===== src/rtl/roulette_timer.sv =====
// roulette_timer: prescaled up-counter with one-shot or periodic auto-reload.
//   clk            - single clock, all logic on the rising edge
//   rst            - synchronous active-high reset
//   tim_prescaler  - tick divider, one count tick every (tim_prescaler+1) enabled cycles
//   tim_autoreload - terminal count value
//   tim_clear      - synchronous clear of counters, returns to IDLE
//   tim_enable     - run/start request, low pauses counting
//   tim_mode       - 0 = one-shot, 1 = periodic
//   tim_count      - current count (registered)
//   timer_int      - one-cycle update-event pulse (registered)
module roulette_timer #(
  parameter int unsigned CNT_W = 32
) (
  input  logic             clk,
  input  logic             rst,
  input  logic [CNT_W-1:0] tim_prescaler,
  input  logic [CNT_W-1:0] tim_autoreload,
  input  logic             tim_clear,
  input  logic             tim_enable,
  input  logic             tim_mode,
  output logic [CNT_W-1:0] tim_count,
  output logic             timer_int
);

  typedef enum logic [1:0] {
    IDLE = 2'd0,
    RUN  = 2'd1,
    DONE = 2'd2
  } state_t;

  state_t           state, state_n;
  logic [CNT_W-1:0] presc_cnt, presc_n;
  logic [CNT_W-1:0] psc_sh, psc_n;
  logic [CNT_W-1:0] arr_sh, arr_n;
  logic [CNT_W-1:0] count_n;
  logic             int_n;
  logic             tick;

  // Prescaler reaching its shadowed terminal value produces a count tick this cycle.
  assign tick = (presc_cnt == psc_sh);

  // State register and all datapath registers.
  always_ff @(posedge clk) begin
    if (rst) begin
      state     <= IDLE;
      presc_cnt <= '0;
      psc_sh    <= '0;
      arr_sh    <= '0;
      tim_count <= '0;
      timer_int <= 1'b0;
    end else begin
      state     <= state_n;
      presc_cnt <= presc_n;
      psc_sh    <= psc_n;
      arr_sh    <= arr_n;
      tim_count <= count_n;
      timer_int <= int_n;
    end
  end

  // Next-state and datapath update; clear wins over any coincident event.
  always_comb begin
    state_n = state;
    presc_n = presc_cnt;
    psc_n   = psc_sh;
    arr_n   = arr_sh;
    count_n = tim_count;
    int_n   = 1'b0;

    if (tim_clear) begin
      state_n = IDLE;
      presc_n = '0;
      count_n = '0;
    end else begin
      case (state)
        IDLE: begin
          if (tim_enable) begin
            psc_n   = tim_prescaler;
            arr_n   = tim_autoreload;
            presc_n = '0;
            count_n = '0;
            state_n = RUN;
          end
        end
        RUN: begin
          // Enable low simply freezes prescaler and count in place.
          if (tim_enable) begin
            if (tick) begin
              presc_n = '0;
              if (tim_count == arr_sh) begin
                int_n = 1'b1;
                if (tim_mode) begin
                  // Periodic reload picks up any new prescaler/autoreload values.
                  count_n = '0;
                  psc_n   = tim_prescaler;
                  arr_n   = tim_autoreload;
                end else begin
                  state_n = DONE;
                end
              end else begin
                count_n = tim_count + CNT_W'(1);
              end
            end else begin
              presc_n = presc_cnt + CNT_W'(1);
            end
          end
        end
        DONE: begin
          if (!tim_enable) state_n = IDLE;
        end
        default: state_n = IDLE;
      endcase
    end
  end

endmodule


===== config.mk =====
export PLATFORM = sky130hd
export DESIGN_NAME = roulette_timer
export DESIGN_NICKNAME = d
export VERILOG_FILES = /design/src/rtl/roulette_timer.sv
export SDC_FILE = /design/constraint.sdc
export NUM_CORES = 1
export LEC_CHECK = 0
export ABC_AREA = 1
export CELL_PAD_IN_SITES_DETAIL_PLACEMENT = 0
export CELL_PAD_IN_SITES_GLOBAL_PLACEMENT = 1
export CORE_MARGIN = 2
export CORE_UTILIZATION = 30
export CTS_CLUSTER_DIAMETER = 150
export DETAILED_ROUTE_END_ITERATION = 6
export HOLD_SLACK_MARGIN = 0.05
export MAX_ROUTING_LAYER = met4
export PLACE_DENSITY_LB_ADDON = 0.3
export REMOVE_ABC_BUFFERS = 1
export SYNTH_ARGS = -nofsm -noshare
export SYNTH_HDL_FRONTEND = slang
export SYNTH_SLANG_ARGS = --single-unit

===== constraint.sdc =====
create_clock -name clk -period 2.4 [get_ports clk]
set_input_delay 0.72 -clock clk [delete_from_list [all_inputs] [get_ports clk]]
set_output_delay 0.72 -clock clk [all_outputs]
set_load 0.01 [all_outputs]

== After elaboration in Yosys (flattened, before gate mapping) ==
Cells that the tools add are included.
Storage, ports and cells
  logic and storage cells: 61
  output and inout bits: 33
  bits in registers: 131
  input port bits: 69
Cells by class
  add/sub/neg operators: 2
  equal/unequal tests: 12
  muxes and demuxes: 29
  bitwise logic cells: 4
  reductions and logical operators: 8
Operators with widths (number)
  32-bit 2-to-1 mux: 17
  32-bit case mux with 2 select lines: 4
  32-bit by 1-bit adder with 32-bit output, second input constant: 2
  32-bit == test: 2
  2-bit != test, second input constant: 7
  2-bit 2-to-1 mux: 6
  7-bit AND reduction: 1
  2-bit case mux with 3 select lines: 1
  6-bit AND reduction: 1
  5-bit AND reduction: 1
  5-bit OR reduction: 1
  1-bit NOT: 4
  3-bit != test, second input constant: 1
  3-bit AND reduction: 1
  2-bit by 1-bit == test with 1-bit output, second input constant: 1
  2-bit == test, second input constant: 1
  2-bit zero test: 1
  2-bit nonzero test: 1
  2-bit OR reduction: 1
  1-bit 2-to-1 mux: 1

== Logic depth before layout (Yosys ltp) ==
Gate-level depths: netlist of run 1.
  depth after elaboration: 5
  depth in mapped cells: 15
  gate-level depth less buffers: 13

== Worst setup path before layout of run 1 ==
OpenSTA, ideal clock, no wires.
  kind: input to register
  from: in tim_enable
  to: reg presc_cnt[29]
  data required time: 2.283 ns
  cell stages on the path: 11
  library setup time: 0.117 ns
  path slack: 0.495 ns
  data arrival time: 1.788 ns
  path buffers: 0
  cells stage by stage: inv_1 nor2_1 inv_1 nor2_1 inv_1 nor2_1 nand2_1 nor3_1 nand2_1 xor2_1 nor2_1
Between the ends
  longest elaborated chain between the ends: 2
  elaborated cells on any way between the ends: 3
  classes of those cells: 2 x eq/ne; 1 x reduce/logical
Ends and longest elaborated chain
  start: declaration: line 19  | input logic tim_enable,
  2-bit != test (no line)
  3-bit AND reduction (no line) (*)
  end signal: assignment: line 53  | presc_cnt <= presc_n;
  end: declaration: line 32  | logic [CNT_W-1:0] presc_cnt, presc_n;
Mark *: on every way between the ends. The rest lies on a longest branch, timed or not.
A chain may end at the register's enable or synchronous reset.

== Worst setup path after layout of run 1 ==
  from: reg tim_count[20]
  to: out tim_count[20]
RTL lines
  start: declaration: line 21  | output logic [CNT_W-1:0] tim_count,
  start signal: assignment: line 56  | tim_count <= count_n;
No word-level cell between the ends.

==> results.toml, run 1 <==
[floorplan]
io_pins = 102
dieArea_sq_um = 27500
rows = 59
initial_core_util_pct = 30.3
die_y_microns = 166
fp.coreArea_sq_um = 25900
fp.dieW_microns = 166

[timing]
setup_viol = 0
hold_violations = 0
slew_viol_final = 0
fmax_mhz = 438
fin_ws_ns = 0.115
maxSlewHeadroom_pct = 75.2
period_minus_slack_ns = 2.29
skew_ns = 0.0134
tns_ns = 0
fin_crit_sh_pct = 95.2
rsz0062_at_grt = "false"
tightest_slew_ns = 0.371

[synthesis]
synth.avg_cell_area_sq_um = 6.08
synthTopCellsByArea = "dfxtp_1 33%, nand2_1 16%, nor2_1 14%"
synth-seq-cells = 131
synth.cell_area_sq_um = 7860
synth_edf_count = 0
synth_top_cell_area_share_pct = 33.4
yosys.cell_types.count = 33
syn_inst = 1293
ys_seq_area_share_pct = 33.4
yosysTopAreaCell = "dfxtp_1"
ys.flop_type = "dfxtp_1"
ys_async_sr_fraction_pct = 0
yosysWarnings = 0

[cts]
clk_latency_ns = 0.42
cts_tree = "done"
cts_max_path_buffers = 2
htree_levels = 4
clk_pin_slew_ns = 0.06
cts_root_buf = "clkbuf_16"
clock_sinks = 131
holdBufCountCts = 0
cts_inserted_buffers = 17
postCtsSetupBuffers = 0

[cells_and_area]
postLayoutCoreUtil_pct = 39.2
final_common_cell = "nand2_1"
area_growth_syn_to_layout_pct = 29.2
final_cell_area_sq_um = 10200
most-common-layout-cells = "330 x nand2_1, 296 x nor2_1, 172 x inv_1"
final_net_count = 1485
drive_gt1_share_pct = 6.94
diodes = 0

[pwr]
p_leak_uw = 0.00431
powerDensity_nw_per_um2 = 591
ir_worst_vdd_mv = 0.374
p_total_uw = 6010

[hold_path]
worst_hold_path_type = "flop to flop"

[worst_setup_path]
r2r_cells = 12
path_cells = "clkdlybuf4s50_1"
r2r_setup_slack_ns = 0.30
critPathMaxStageDelay_ns = 0.61
crit_path_start_kind = "flop"
path_class = "flop to output pin"
startpoint = "tim_count[20]"
arrival_ns = 1.57
cp-end-kind = "output pin"
critPathCapture = "tim_count[20]"
reg2reg_to = "psc_sh[13]"
slowest_stage = "clkdlybuf4s50_1"
critPathTopFamily = "buffers and inverters"
crit_buf_inv = 1
reg2reg_from = "presc_cnt[17]"
cp_data_required_time_ns = 1.68
crit_fanout = 7
path_depth = 1

[run_status]
outcome = "finished clean"

[detailed_routing]
viasPerCell = 4.43
drc = 0
first_iter_violations = 283
ant_nets = 0
vias = 7803
wl_per_cell_microns = 12.6
drtPass1Iterations = 4
drt-total-wl_microns = 22200

[grt]
grt_pass1_vias = 7649
grt_overflow = 0
grt_antenna_before_repair = 0
grt_start_max_net_pins = 65
grt_usage_pct = 17.2
grt_pass1_wl_microns = 37600

[placement]
port_buffers = 101
dp_hpwl_microns = 16300
gp_congestion = 0.863
placed_area_sq_um = 9520
post-place-ws_ns = -0.151

[job]
cap_viol_max_count = 0
[logic make-up after synthesis]
family / share of synthesized area, %
flops: 33.4
compound gates: 3.66
xor+xnor: 8.47
fa+ha+maj: 0.318
buf+inv: 12.1
simple gates: 42.1
[worst min-delay path by stage]
stage / startpoint / endpoint / slack (ns) / cells after the start
floorplan: arr_sh[10] / arr_sh[10] / 0.48 / 2
global placement: arr_sh[18] / arr_sh[18] / 0.49 / 2
detailed placement: arr_sh[10] / arr_sh[10] / 0.49 / 2
CTS: arr_sh[22] / arr_sh[22] / 0.50 / 2
global route: arr_sh[12] / arr_sh[12] / 0.52 / 2
finish: arr_sh[10] / arr_sh[10] / 0.50 / 2
[cells in the mapped netlist, types with 8 or more instances]
| master | instances |
|---|---|
| clkbuf_1 | 13 |
| nand4_1 | 15 |
| inv_1 | 172 |
| xor2_1 | 27 |
| xnor2_1 | 49 |
| nand2_1 | 331 |
| o21ai_0 | 9 |
| dfxtp_1 | 131 |
| nand3_1 | 126 |
| nor3_1 | 19 |
| buf_6 | 8 |
| a21oi_1 | 32 |
| nor2_1 | 296 |
| buf_2 | 22 |
[repair_timing]
item | in CTS | in global routing
setup endpoints to repair | 0 | 15
endpoints found under the hold margin | 0 | 0
resized for setup | 0 | 1
[area by class of cell]
type / count / area [sq um]
fillers: 2894 / 15800
inverters: 177 / 664
repair buffers: 153 / 1510
clock buffers: 20 / 467
clock inverters: 11 / 175
well taps: 335 / 419
flip-flops and latches: 131 / 2620
multi-input cells: 934 / 4300
[sequential cells by signal (all words and copies together) (netlist names)]
name / flops
arr_sh: 32
timer_int: 1
state: 2
psc_sh: 32
presc_cnt: 32
tim_count: 32
[per-stage QoR]
step	cells	hold slack [ns]
finish	1761	0.499
global route	1761	0.520
CTS	1761	0.500
detailed placement	1730	0.493
global placement	1730	0.487
floorplan	1242	0.477
[per-layer routing]
layer  wire length, microns  up-vias  global-route usage (%)
met3                    873       11                    2.76
li1                       -     4185                       -
met2                  11200      109                    30.8
met4                    157        0                    3.86
met1                   9930     3498                    20.1
met5                      0        -                       -
[power breakdown]
part	switching, uW	internal (uW)	total [uW]	leakage, uW
clock network	1040	1820	2860	0.000309
logic	446	363	809	0.00294
registers	69.5	2270	2340	0.00107
total	1550	4460	6010	0.00431
No activity file was read; power rests on OpenSTA's default activity.
==> inputs of run 2 (changes only) <==
- clock period: 2.4 -> 2.97 ns (I/O delays scaled with it)
==> results.toml, run 2 (synthesis results as in run 1) <==
[run_status]
outcome = "finished clean"

[timing]
rsz0062_at_grt = "false"
fin_ws_ns = 0.507
fin_crit_sh_pct = 82.9
hold_violations = 0
setup_viol = 0
fmax_mhz = 406
tightest_slew_ns = 0.468
timing.hold.ws_ns = 0.497
skew_ns = 0.0122
slew_viol_final = 0
maxSlewHeadroom_pct = 68.7
period_minus_slack_ns = 2.46

[cells_and_area]
multi_input_area_sq_um = 4300
most-common-layout-cells = "331 x nand2_1, 296 x nor2_1, 172 x inv_1"
instances_no_fill = 1732
area_growth_syn_to_layout_pct = 25.3
final_cell_area_sq_um = 9850
nFillCells = 2920
final_net_count = 1454
regArea_sq_um = 2620
drive_gt1_share_pct = 4.87
final_common_cell = "nand2_1"

[detailed_routing]
vias = 7686
viasPerCell = 4.44
drtPass1Iterations = 5
first_iter_violations = 354
drt-total-wl_microns = 21800
drc = 0
ant_nets = 0
wl_per_cell_microns = 12.6

[placement]
port_buffers = 101
dp_hpwl_microns = 15700
post-place-cells = 1699
post-place-ws_ns = 0.184
placed_area_sq_um = 9230
gp_congestion = 0.851

[worst_setup_path]
crit_buf_inv = 1
path_class = "flop to output pin"
cp_data_required_time_ns = 2.08
crit_path_start_kind = "flop"
path_cells = "clkdlybuf4s50_1"
arrival_ns = 1.57
r2r_setup_slack_ns = 0.58
cp-end-kind = "output pin"
slowest_stage = "clkdlybuf4s50_1"
critPathTopFamily = "buffers and inverters"
crit_fanout = 8
critPathMaxStageDelay_ns = 0.61

[cts]
cts_tree = "done"
cts_max_path_buffers = 2
clk_latency_ns = 0.42
clk_pin_slew_ns = 0.06
clock_sinks = 131
holdBufCountCts = 0
cts_inserted_buffers = 17
post_cts_resized = 0
cts_root_buf = "clkbuf_16"
postCtsSetupBuffers = 0
htree_levels = 4

[floorplan]
fp.coreArea_sq_um = 25900
fp.dieW_microns = 166
initial_core_util_pct = 30.3
io_pins = 102
dieArea_sq_um = 27500
rows = 59
die_y_microns = 166

[pwr]
p_leak_uw = 0.00413
p_total_uw = 4740
powerDensity_nw_per_um2 = 481
ir_worst_vdd_mv = 0.329

[grt]
grt_usage_pct = 16.6
grt_pass1_vias = 7406
grt_pass1_wl_microns = 36400
grt_antenna_before_repair = 1
grt_start_max_net_pins = 68
grt_overflow = 0

[job]
cap_viol_max_count = 0

[hold_path]
worst_hold_path_type = "flop to flop"
==> run 2: where the power goes <==
part / internal, uW / total [uW] / switching (uW)
combinational: 275 / 629 / 354
clock: 1360 / 2220 / 862
sequential: 1830 / 1890 / 57.2
total: 3460 / 4740 / 1270
==> run 2: per-layer routing <==
metal / track usage [%] / routed length [microns] / vias to the layer above
li1: - / - / 4122
met1: 19.8 / 10100 / 3452
met2: 28.9 / 10800 / 97
met3: 3.12 / 644 / 15
met4: 4.05 / 242 / 0
met5: - / 0 / -
==> run 2: path summary, 6_finish.rpt <==
path,start,to,cells after the start
max,tim_count[2],tim_count[2],1
min,psc_sh[15],psc_sh[15],2
max reg2reg,tim_count[0],tim_count[28],10
min reg2reg,psc_sh[15],psc_sh[15],2
==> run 2: metrics by stage <==
step | utilization (%) | TNS [ns]
after floorplan | - | -64.77
after global placement | 35.6 | 0
after detailed placement | 35.6 | 0
after CTS | 38.0 | 0
after global routing | 38.0 | 0
final | 38.0 | 0
==> run 2: cell type report <==
type	instances	area share [%]
timing repair buffer	122	12.5
sequential	131	26.6
tap	335	4.25
clock inverter	14	1.79
clock buffer	18	4.46
multi-input combinational	934	43.6
antenna	1	0.0254
inverter	177	6.74
==> run 2: worst min-delay path, stage by stage (launching register included) <==
cell and delay (ns):
dfxtp_1 0.32, nor2_1 0.10, nor2_1 0.05
==> inputs of run 3 (changes only) <==
- clock period: 2.97 -> 2.5 ns (I/O delays scaled with it)
==> results.toml, run 3 (synthesis results as in run 1) <==
[timing]
maxSlewHeadroom_pct = 67.8
hold_violations = 0
period_minus_slack_ns = 2.33
fin_crit_sh_pct = 93.2
setup_viol = 0
tightest_slew_ns = 0.482
fin_ws_ns = 0.170
rsz0062_at_grt = "false"
slew_viol_final = 0
skew_ns = 0.0163
fmax_mhz = 429

[cells_and_area]
area_growth_syn_to_layout_pct = 28.3
most-common-layout-cells = "330 x nand2_1, 296 x nor2_1, 172 x inv_1"
drive_gt1_share_pct = 6.62
final_net_count = 1479
nFillCells = 2821
diodes = 0
final_cell_area_sq_um = 10100
final_common_cell = "nand2_1"

[placement]
port_buffers = 101
gp_congestion = 0.846
placed_area_sq_um = 9470
post-place-ws_ns = -0.105
dp_hpwl_microns = 16300

[worst_setup_path]
arrival_ns = 1.58
cp_data_required_time_ns = 1.75
crit_buf_inv = 1
crit_fanout = 7
path_cells = "clkdlybuf4s50_1"
slowest_stage = "clkdlybuf4s50_1"
crit_path_start_kind = "flop"
path_class = "flop to output pin"
critPathMaxStageDelay_ns = 0.61
cp-end-kind = "output pin"
critPathTopFamily = "buffers and inverters"

[pwr]
p_seq_share_pct = 39.8
p_clk_share_pct = 46.5
ir_worst_vdd_mv = 0.385
p_total_uw = 5650
p_int_uw = 4130
comb_power_share_pct = 13.8
p_leak_uw = 0.00427
swShare_pct = 26.8
p_sw_uw = 1510
powerDensity_nw_per_um2 = 560

[floorplan]
fp.coreArea_sq_um = 25900
die_y_microns = 166
io_pins = 102
initial_core_util_pct = 30.3
dieArea_sq_um = 27500
rows = 59
fp.dieW_microns = 166

[detailed_routing]
vias = 7800
drtPass1Iterations = 4
drt-total-wl_microns = 22000
viasPerCell = 4.44
first_iter_violations = 268
ant_nets = 0
wl_per_cell_microns = 12.6
drc = 0

[cts]
post_cts_resized = 0
cts_tree = "done"
postCtsSetupBuffers = 0
holdBufCountCts = 0
clock_sinks = 131
clk_pin_slew_ns = 0.06
cts_max_path_buffers = 2
cts_inserted_buffers = 17
clk_latency_ns = 0.43
htree_levels = 4
cts_root_buf = "clkbuf_16"

[grt]
grt_usage_pct = 16.7
grt_use_met3_pct = 3.27
grt_antenna_before_repair = 0
grt_pass1_wl_microns = 36400
grt_use_met2_pct = 29.9
grt-busiest-layer = "met2"
grt_start_max_net_pins = 65
grt_overflow = 0
grt_pass1_vias = 7470
grt_util_met1_pct = 19.5

[hold_path]
worst_hold_path_type = "flop to flop"

[run_status]
outcome = "finished clean"

[job]
cap_viol_max_count = 0
-- run 3: area by class of cell --
class / count / area [sq um] / area share [%]
clock buffer: 18 / 439 / 4.35
clock inverter: 14 / 176 / 1.75
inverter: 177 / 664 / 6.58
multi-input combinational: 934 / 4300 / 42.6
sequential: 131 / 2620 / 26.0
tap: 335 / 419 / 4.15
timing repair buffer: 147 / 1470 / 14.6
-- run 3: final timing paths --
path / start / endpoint / slack, ns / cells past startpoint
max: tim_count[20] / tim_count[20] / 0.17 / 1
min: arr_sh[10] / arr_sh[10] / 0.50 / 2
max reg2reg: presc_cnt[17] / arr_sh[19] / 0.37 / 12
min reg2reg: arr_sh[10] / arr_sh[10] / 0.50 / 2
-- run 3: metal layers --
layer  share of wire, %  up-vias
li1                   -     4177
met1                 45     3510
met2                 50       99
met3                4.1       14
met4               0.95        0
met5                  0        -
-- run 3: worst min-delay path: stages, from the launching register on --
cell,delay [ns]
dfxtp_1,0.32
nor2_1,0.10
nor2_1,0.05
-- run 3: per-stage QoR --
stage	hold WS, ns	setup TNS [ns]	std cells	util, %
floorplan	0.477	-96.15	1242	-
finish	0.497	0	1756	38.9
global placement	0.486	-0.194	1724	36.6
CTS	0.501	0	1756	38.9
detailed placement	0.492	-0.489	1724	36.6
global route	0.513	0	1756	38.9
-- run 3: power by group through the flow --
stage          combinational, uW  sequential, uW  clock [uW]
4_1_cts                      796            2250        2690
2_1_floorplan                458            2280           0
3_5_place_dp                 794            2290           0
3_3_place_gp                 787            2290           0
6_report                     777            2240        2620
5_1_grt                      889            2260        2780
